<file path="config.mk">
export PLATFORM = sky130hd
export DESIGN_NAME = uart
export DESIGN_NICKNAME = d
export VERILOG_FILES = /design/src/rtl/uart_pkg.sv /design/src/rtl/uart_fifo.sv /design/src/rtl/uart.sv
export SDC_FILE = /design/constraint.sdc
export NUM_CORES = 1
export LEC_CHECK = 0
export ABC_AREA = 0
export BUFFER_PORTS_ARGS = -buffer_cell sky130_fd_sc_hd__buf_4
export CORE_MARGIN = 2
export CORE_UTILIZATION = 55
export DETAILED_ROUTE_END_ITERATION = 7
export MAX_ROUTING_LAYER = met4
export PLACE_DENSITY = 0.73
export SKIP_LAST_GASP = 1
export SYNTH_ARGS = -nofsm -noshare
export SYNTH_HDL_FRONTEND = slang
export SYNTH_SLANG_ARGS = --single-unit
</file>
<file path="constraint.sdc">
create_clock -name i_clk -period 5.77 [get_ports i_clk]
set_input_delay 1.4425 -clock i_clk [delete_from_list [all_inputs] [get_ports i_clk]]
set_output_delay 1.4425 -clock i_clk [all_outputs]
set_load 0.01 [all_outputs]
</file>
<file path="src/rtl/uart_pkg.sv">
// Shared types and helpers for the UART: FSM state encodings, status bit
// positions and the baud divider computation.
package uart_pkg;

    typedef enum logic [1:0] {
        RX_IDLE,
        RX_START,
        RX_DATA,
        RX_STOP
    } rx_state_t;

    typedef enum logic [1:0] {
        TX_IDLE,
        TX_START,
        TX_DATA,
        TX_STOP
    } tx_state_t;

    localparam int STATUS_BUSY      = 0;
    localparam int STATUS_FRAME_ERR = 1;
    localparam int STATUS_OVERRUN   = 2;

    // System clocks per oversample tick, truncated.
    function automatic int calc_div(input int clk_freq, input int baud, input int over_sample);
        return clk_freq / (baud * over_sample);
    endfunction

endpackage

</file>
<file path="src/rtl/uart_fifo.sv">
// Synchronous FIFO with extra-MSB pointers; a push on a full FIFO is taken
// only when a pop happens in the same cycle.
module uart_fifo #(
    parameter int Width = 8,
    parameter int Depth = 8
) (
    input  logic             clk,
    input  logic             rst_n,
    input  logic             push,
    input  logic             pop,
    input  logic [Width-1:0] din,
    output logic [Width-1:0] dout,
    output logic             full,
    output logic             empty
);
    localparam int AW = $clog2(Depth);

    logic [Width-1:0] mem [Depth];
    logic [AW:0]      wr_ptr;
    logic [AW:0]      rd_ptr;
    logic             do_push;
    logic             do_pop;

    assign empty   = (wr_ptr == rd_ptr);
    assign full    = (wr_ptr[AW] != rd_ptr[AW]) && (wr_ptr[AW-1:0] == rd_ptr[AW-1:0]);
    assign do_pop  = pop && !empty;
    assign do_push = push && (!full || do_pop);
    assign dout    = mem[rd_ptr[AW-1:0]];

    always_ff @(posedge clk) begin
        if (!rst_n) begin
            wr_ptr <= '0;
            rd_ptr <= '0;
        end else begin
            if (do_push) begin
                wr_ptr <= wr_ptr + (AW+1)'(1);
            end
            if (do_pop) begin
                rd_ptr <= rd_ptr + (AW+1)'(1);
            end
        end
    end

    always_ff @(posedge clk) begin
        if (do_push) begin
            mem[wr_ptr[AW-1:0]] <= din;
        end
    end

endmodule

</file>
<file path="src/rtl/uart.sv">
// Full-duplex 8N1 UART: shared oversample baud tick, oversampled receiver with
// FIFO and fall-through output register, FIFO-fed transmitter with CTS gating.
module uart
    import uart_pkg::*;
#(
    parameter int DataLength      = 8,
    parameter int FifoDepth       = 8,
    parameter int OverSample      = 8,
    parameter int BaudRate        = 115200,
    parameter int SystemClockFreq = 50_000_000
) (
    input  logic                  i_clk,
    input  logic                  i_rst_n,
    output logic                  o_baud_clk,
    input  logic [7:0]            i_ctrl,
    output logic [7:0]            o_status,
    input  logic [DataLength-1:0] i_tx_data,
    input  logic                  i_tx_req,
    output logic [DataLength-1:0] o_rx_data,
    input  logic                  i_rx_req,
    output logic                  o_rx_rdy,
    input  logic                  i_rx,
    output logic                  o_tx,
    input  logic                  i_cts,
    output logic                  o_rts
);
    localparam int DIV = calc_div(SystemClockFreq, BaudRate, OverSample);
    localparam int DW  = $clog2(DIV + 1);
    localparam int TW  = $clog2(OverSample);
    localparam int BW  = $clog2(DataLength);

    localparam logic [DW-1:0] DIV_LAST  = DW'(DIV - 1);
    localparam logic [TW-1:0] TICK_LAST = TW'(OverSample - 1);
    localparam logic [TW-1:0] TICK_HALF = TW'(OverSample / 2 - 1);
    localparam logic [BW-1:0] BIT_LAST  = BW'(DataLength - 1);

    logic [DW-1:0] div_cnt;
    logic          tick;

    logic [1:0]            rx_sync;
    logic                  rx_line;
    rx_state_t             rx_state;
    logic [TW-1:0]         rx_tick_cnt;
    logic [BW-1:0]         rx_bit_cnt;
    logic [DataLength-1:0] rx_shift;
    logic                  rx_push;
    logic                  frame_err;
    logic                  rx_overrun;

    logic                  rx_full;
    logic                  rx_empty;
    logic [DataLength-1:0] rx_fifo_dout;
    logic                  rx_fifo_pop;
    logic                  rx_pop;
    logic                  rx_valid;
    logic [DataLength-1:0] rx_data;

    tx_state_t             tx_state;
    logic [TW-1:0]         tx_tick_cnt;
    logic [BW-1:0]         tx_bit_cnt;
    logic [DataLength-1:0] tx_shift;
    logic                  tx_out;
    logic                  tx_start;
    logic                  tx_empty;
    logic                  tx_full_unused;
    logic [DataLength-1:0] tx_fifo_dout;
    logic                  ctrl_unused;

    assign ctrl_unused = ^i_ctrl[7:1];

    assign tick       = (div_cnt == DIV_LAST);
    assign o_baud_clk = tick;

    always_ff @(posedge i_clk) begin
        if (!i_rst_n) begin
            div_cnt <= '0;
        end else if (tick) begin
            div_cnt <= '0;
        end else begin
            div_cnt <= div_cnt + DW'(1);
        end
    end

    // Resetting the synchronizer high keeps a reset release from looking like a start bit.
    always_ff @(posedge i_clk) begin
        if (!i_rst_n) begin
            rx_sync <= 2'b11;
        end else begin
            rx_sync <= {rx_sync[0], i_rx};
        end
    end
    assign rx_line = rx_sync[1];

    always_ff @(posedge i_clk) begin
        if (!i_rst_n) begin
            rx_state    <= RX_IDLE;
            rx_tick_cnt <= '0;
            rx_bit_cnt  <= '0;
            rx_shift    <= '0;
            rx_push     <= 1'b0;
            frame_err   <= 1'b0;
            rx_overrun  <= 1'b0;
        end else begin
            rx_push <= 1'b0;
            if (tick) begin
                case (rx_state)
                    RX_IDLE: begin
                        if (!rx_line) begin
                            rx_state    <= RX_START;
                            rx_tick_cnt <= '0;
                        end
                    end
                    RX_START: begin
                        if (rx_tick_cnt == TICK_HALF) begin
                            rx_tick_cnt <= '0;
                            rx_bit_cnt  <= '0;
                            rx_state    <= rx_line ? RX_IDLE : RX_DATA;
                        end else begin
                            rx_tick_cnt <= rx_tick_cnt + TW'(1);
                        end
                    end
                    RX_DATA: begin
                        if (rx_tick_cnt == TICK_LAST) begin
                            rx_tick_cnt <= '0;
                            rx_shift    <= {rx_line, rx_shift[DataLength-1:1]};
                            if (rx_bit_cnt == BIT_LAST) begin
                                rx_state <= RX_STOP;
                            end else begin
                                rx_bit_cnt <= rx_bit_cnt + BW'(1);
                            end
                        end else begin
                            rx_tick_cnt <= rx_tick_cnt + TW'(1);
                        end
                    end
                    RX_STOP: begin
                        if (rx_tick_cnt == TICK_LAST) begin
                            rx_state <= RX_IDLE;
                            if (rx_line) begin
                                rx_push <= 1'b1;
                            end else begin
                                frame_err <= 1'b1;
                            end
                        end else begin
                            rx_tick_cnt <= rx_tick_cnt + TW'(1);
                        end
                    end
                    default: rx_state <= RX_IDLE;
                endcase
            end
            if (rx_push && rx_full && !rx_fifo_pop) begin
                rx_overrun <= 1'b1;
            end
        end
    end

    uart_fifo #(
        .Width(DataLength),
        .Depth(FifoDepth)
    ) u_rx_fifo (
        .clk  (i_clk),
        .rst_n(i_rst_n),
        .push (rx_push),
        .pop  (rx_fifo_pop),
        .din  (rx_shift),
        .dout (rx_fifo_dout),
        .full (rx_full),
        .empty(rx_empty)
    );

    // The output register refills from the FIFO in the same cycle it is popped.
    assign rx_pop      = i_rx_req && rx_valid;
    assign rx_fifo_pop = !rx_empty && (!rx_valid || rx_pop);

    always_ff @(posedge i_clk) begin
        if (!i_rst_n) begin
            rx_valid <= 1'b0;
            rx_data  <= '0;
        end else if (rx_fifo_pop) begin
            rx_valid <= 1'b1;
            rx_data  <= rx_fifo_dout;
        end else if (rx_pop) begin
            rx_valid <= 1'b0;
        end
    end

    assign o_rx_rdy  = rx_valid;
    assign o_rx_data = rx_data;
    assign o_rts     = rx_full;

    always_comb begin
        o_status                   = '0;
        o_status[STATUS_BUSY]      = (rx_state != RX_IDLE);
        o_status[STATUS_FRAME_ERR] = frame_err;
        o_status[STATUS_OVERRUN]   = rx_overrun;
    end

    uart_fifo #(
        .Width(DataLength),
        .Depth(FifoDepth)
    ) u_tx_fifo (
        .clk  (i_clk),
        .rst_n(i_rst_n),
        .push (i_tx_req),
        .pop  (tx_start),
        .din  (i_tx_data),
        .dout (tx_fifo_dout),
        .full (tx_full_unused),
        .empty(tx_empty)
    );

    // CTS only gates the start of a frame; a frame already on the wire always finishes.
    assign tx_start = (tx_state == TX_IDLE) && tick && !tx_empty && (!i_ctrl[0] || !i_cts);

    always_ff @(posedge i_clk) begin
        if (!i_rst_n) begin
            tx_state    <= TX_IDLE;
            tx_tick_cnt <= '0;
            tx_bit_cnt  <= '0;
            tx_shift    <= '0;
            tx_out      <= 1'b1;
        end else if (tick) begin
            case (tx_state)
                TX_IDLE: begin
                    if (tx_start) begin
                        tx_state    <= TX_START;
                        tx_shift    <= tx_fifo_dout;
                        tx_tick_cnt <= '0;
                        tx_out      <= 1'b0;
                    end
                end
                TX_START: begin
                    if (tx_tick_cnt == TICK_LAST) begin
                        tx_state    <= TX_DATA;
                        tx_tick_cnt <= '0;
                        tx_bit_cnt  <= '0;
                        tx_out      <= tx_shift[0];
                        tx_shift    <= {1'b0, tx_shift[DataLength-1:1]};
                    end else begin
                        tx_tick_cnt <= tx_tick_cnt + TW'(1);
                    end
                end
                TX_DATA: begin
                    if (tx_tick_cnt == TICK_LAST) begin
                        tx_tick_cnt <= '0;
                        if (tx_bit_cnt == BIT_LAST) begin
                            tx_state <= TX_STOP;
                            tx_out   <= 1'b1;
                        end else begin
                            tx_bit_cnt <= tx_bit_cnt + BW'(1);
                            tx_out     <= tx_shift[0];
                            tx_shift   <= {1'b0, tx_shift[DataLength-1:1]};
                        end
                    end else begin
                        tx_tick_cnt <= tx_tick_cnt + TW'(1);
                    end
                end
                TX_STOP: begin
                    if (tx_tick_cnt == TICK_LAST) begin
                        tx_state    <= TX_IDLE;
                        tx_tick_cnt <= '0;
                    end else begin
                        tx_tick_cnt <= tx_tick_cnt + TW'(1);
                    end
                end
                default: tx_state <= TX_IDLE;
            endcase
        end
    end

    assign o_tx = tx_out;

endmodule

</file>
==> flow_summary_export.csv <==
group,metric,value,unit
outcome,status,"finished, final reports clean",
critical_path,setup.worst_path.start_class,"flop",
timing,period_needed,3.58,ns
timing,skew,0.00788,ns
floorplanning,core,15000,um2
timing,worst_pin_slew,0.987,ns
worst_hold_path,min_path_cells,1,
placement,placed_cell_area,8690,um2
synth,syn_area,8340,um2
timing,fin_ws,2.19,ns
critical_path,cp-end-kind,"primary output",
worst_hold_path,min-delay-start,"rx_sync[0]",
synth,synth-simple-area-share,9.60,%
grt,grt_pass1_vias,4749,
timing,slew_headroom,34.1,%
grt,grt_max_degree,47,
placement,routabilityCongestion,0.775,
synth,synthTopCellsByArea,"edfxtp_1 (46%), dfxtp_1 (17%), mux2i_1 (6.7%)",
final_layout,area_delta_synth_final,11.2,%
synth,synth.yosys.seq_area_share,63.3,%
final_layout,fin_nets,677,
clocking,postCtsSetupRepairBufs,0,
critical_path,cp_max_fo,20,
synth,synth_edf_count,128,
routing,remaining_drc_errors,0,
timing,finalSetupViolCount,0,
routing,detail_route.iter0.violations,317,
synth,synth_top_family_by_area,"multiplexers",
clocking,cts_resized,0,
grt,antenna_found_initial,0,
placement,pre_cts_slack,2.05,ns
final_layout,layout-drive-gt1-share,15.8,%
critical_path,worstSetupPathType,"reg2out",
synth,ys_ff_latch,200,
worst_hold_path,hold_end,"rx_sync[1]",
critical_path,r2r_cells,6,
grt,grt_pass1_wl,23.5,mm
placement,portBuffers,29,
routing,num_vias,4797,
clocking,cts.sinks,200,
clocking,clk_latency,0.43,ns
floorplanning,ios,42,
timing,fin_crit_sh,62.1,%
grt,grt-ovfl-total,0,
routing,drtPass1Iterations,5,
synth,synthAdderAreaFrac,3.15,%
floorplanning,std_cell_rows,45,
clocking,cts_max_path_buffers,2,
final_layout,stdcell_count,835,
clocking,cts.reportedPaths.clkPinSlew,0.07,ns
synth,synth_top_area_share,46.1,%
synth,yosys_warnings,0,
final_layout,final_core_util,61.7,%
floorplanning,die_y,127,um
final_layout,nFillCells,1102,
timing,slew_violations,0,
timing,finalSetupTns,0,ns
grt,grt_usage,19.6,%
synth,ys.flop_type,"edfxtp_1",
pwr,peakVddDrop,0.226,mV
routing,routed_wl,14.7,mm
critical_path,cp.arrival,2.14,ns
synth,synth_area_leader_cell,"edfxtp_1",
critical_path,ff2ff_setup_slack,2.98,ns
clocking,htreeDepth,4,
timing,whs,0.419,ns
synth,async_reset_ff_share,0,%
synth,synth_mux_area_share,11.6,%
critical_path,worstReg2RegStart,"tx_state[0]",
final_layout,final_area,9280,um2
synth,syn_avg_cell_area,13.7,um2
pwr,power,2.85,mW
worst_hold_path,hold_path.class,"reg2reg",
timing,rsz0062_at_grt,"false",
routing,postRouteAntennaNets,0,
floorplanning,die_x,127,um
timing,finalHoldViolations,0,
timing,fmax,279,MHz
synth,syn_inst,609,
floorplanning,start_util,55.5,%
pwr,p_per_area,307,nW/um2
placement,dp_hpwl,9.49,mm
floorplanning,die_area,16200,um2
clocking,clock-root-buffer,"clkbuf_16",
placement,placed_cells,803,
job,cap_violations,0,
synth,synthDistinctLibCells,56,
synth,synth_xor_area_share,2.20,%
synth,synth-compound-area-share,7.09,%
clocking,cts_tree,"done",
critical_path,crit_required,4.33,ns
pwr,p_leak,3.16,nW
routing,wire_per_inst,17.6,um
clocking,hold_buffers,0,
final_layout,antenna_cells,0,
routing,routed_via_density,5.74,
clocking,cts_made_buffers,17,
critical_path,rr_endpoint,"u_tx_fifo.mem[5][0]",
==> cell usage in the layout (no fill, tap or decap), types with 3 or more instances in the layout <==
master      instances
clkbuf_16          17
a211oi_1           10
edfxtp_1          128
conb_1              5
a31oi_1             6
xnor2_1            14
buf_4              38
nand4_1             5
inv_6               6
nor3_1             15
mux4_2             18
clkinvlp_4          3
a22oi_1             4
o21ai_0            12
and2_1              4
ha_1               21
a21oi_1            21
xor2_1              7
dfxtp_1            72
o21ai_1             4
nand2b_1           10
inv_1              13
mux2i_1            56
nor2b_1             5
a22o_1             10
nand4b_1            3
nor4_1              3
a21oi_2             3
nand3_1            11
nor2_1             61
nand2_1            26
==> worst max-delay path, stage by stage, from the launching register on <==
cell and delay [ns]:
dfxtp_1 0.97, xnor2_1 0.26, nand4_1 0.22, inv_1 0.14
buf_4 0.13
==> routing by layer <==
| metal | vias to the layer above | wire (um) | GRT usage, % |
|---|---|---|---|
| li1 | 2310 | - | - |
| met2 | 93 | 7240 | 32.1 |
| met4 | 0 | 260 | 7.24 |
| met1 | 2371 | 6610 | 24.1 |
| met3 | 23 | 609 | 4.56 |
| met5 | - | 0 | - |
==> synthesized netlist by cell type (all sizes together) (11+ instances only) <==
library cell,count
dfxtp,72
nand3,11
nand2,26
clkbuf,13
inv,14
ha,21
nor2,61
a21oi,24
mux4,18
mux2i,56
edfxtp,128
nor3,17
buf,23
o21ai,16
xnor2,14
==> report_power, final <==
| part | switching [mW] | leakage (nW) | internal (mW) |
|---|---|---|---|
| registers | 0.0117 | 1.76 | 1.53 |
| clock network | 0.524 | 0.281 | 0.650 |
| logic | 0.0711 | 1.12 | 0.0589 |
| total | 0.606 | 3.16 | 2.24 |
==> worst max-delay path by stage <==
stage | start | to | slack (ns) | cells after the start
finish | u_rx_fifo.rd_ptr[1] | o_rts | 2.19 | 4
global route | u_rx_fifo.rd_ptr[1] | o_rts | 2.05 | 4
CTS | u_rx_fifo.rd_ptr[1] | o_rts | 2.18 | 4
detailed placement | i_ctrl[0] | u_tx_fifo.mem[2][4] | 2.05 | 6
global placement | i_ctrl[0] | u_tx_fifo.mem[6][0] | 2.11 | 6
floorplan | i_ctrl[0] | u_tx_fifo.mem[1][0] | 2.41 | 5
==> flip-flops by register name (all words and copies together), names as in the netlist, 2 cells and up, named ones only <==
signal            cells
rx_bit_cnt            3
rx_tick_cnt           3
o_rx_data             8
u_tx_fifo.mem        64
div_cnt               6
rx_sync               2
u_rx_fifo.rd_ptr      4
rx_shift              8
tx_tick_cnt           3
tx_shift              8
u_tx_fifo.wr_ptr      4
u_tx_fifo.rd_ptr      4
tx_state              2
u_rx_fifo.wr_ptr      4
tx_bit_cnt            3
u_rx_fifo.mem        64
==> final cells by class <==
cell class | count | area [um2] | area share, %
clock buffer | 18 | 429 | 4.63
clock inverter | 14 | 160 | 1.73
inverter | 14 | 52.6 | 0.566
multi-input combinational | 363 | 2830 | 30.5
sequential | 200 | 5290 | 57.0
tap | 188 | 235 | 2.54
timing repair buffer | 38 | 285 | 3.07
==> logic make-up after synthesis <==
logic type      count (synthesis)
compound gates                 84
xor+xnor                       21
fa+ha+maj                      21
buf+inv                        50
flops                         200
mux                            74
other cells                     1
simple gates                  158
Note: power is estimated with default switching activity, not from simulation.
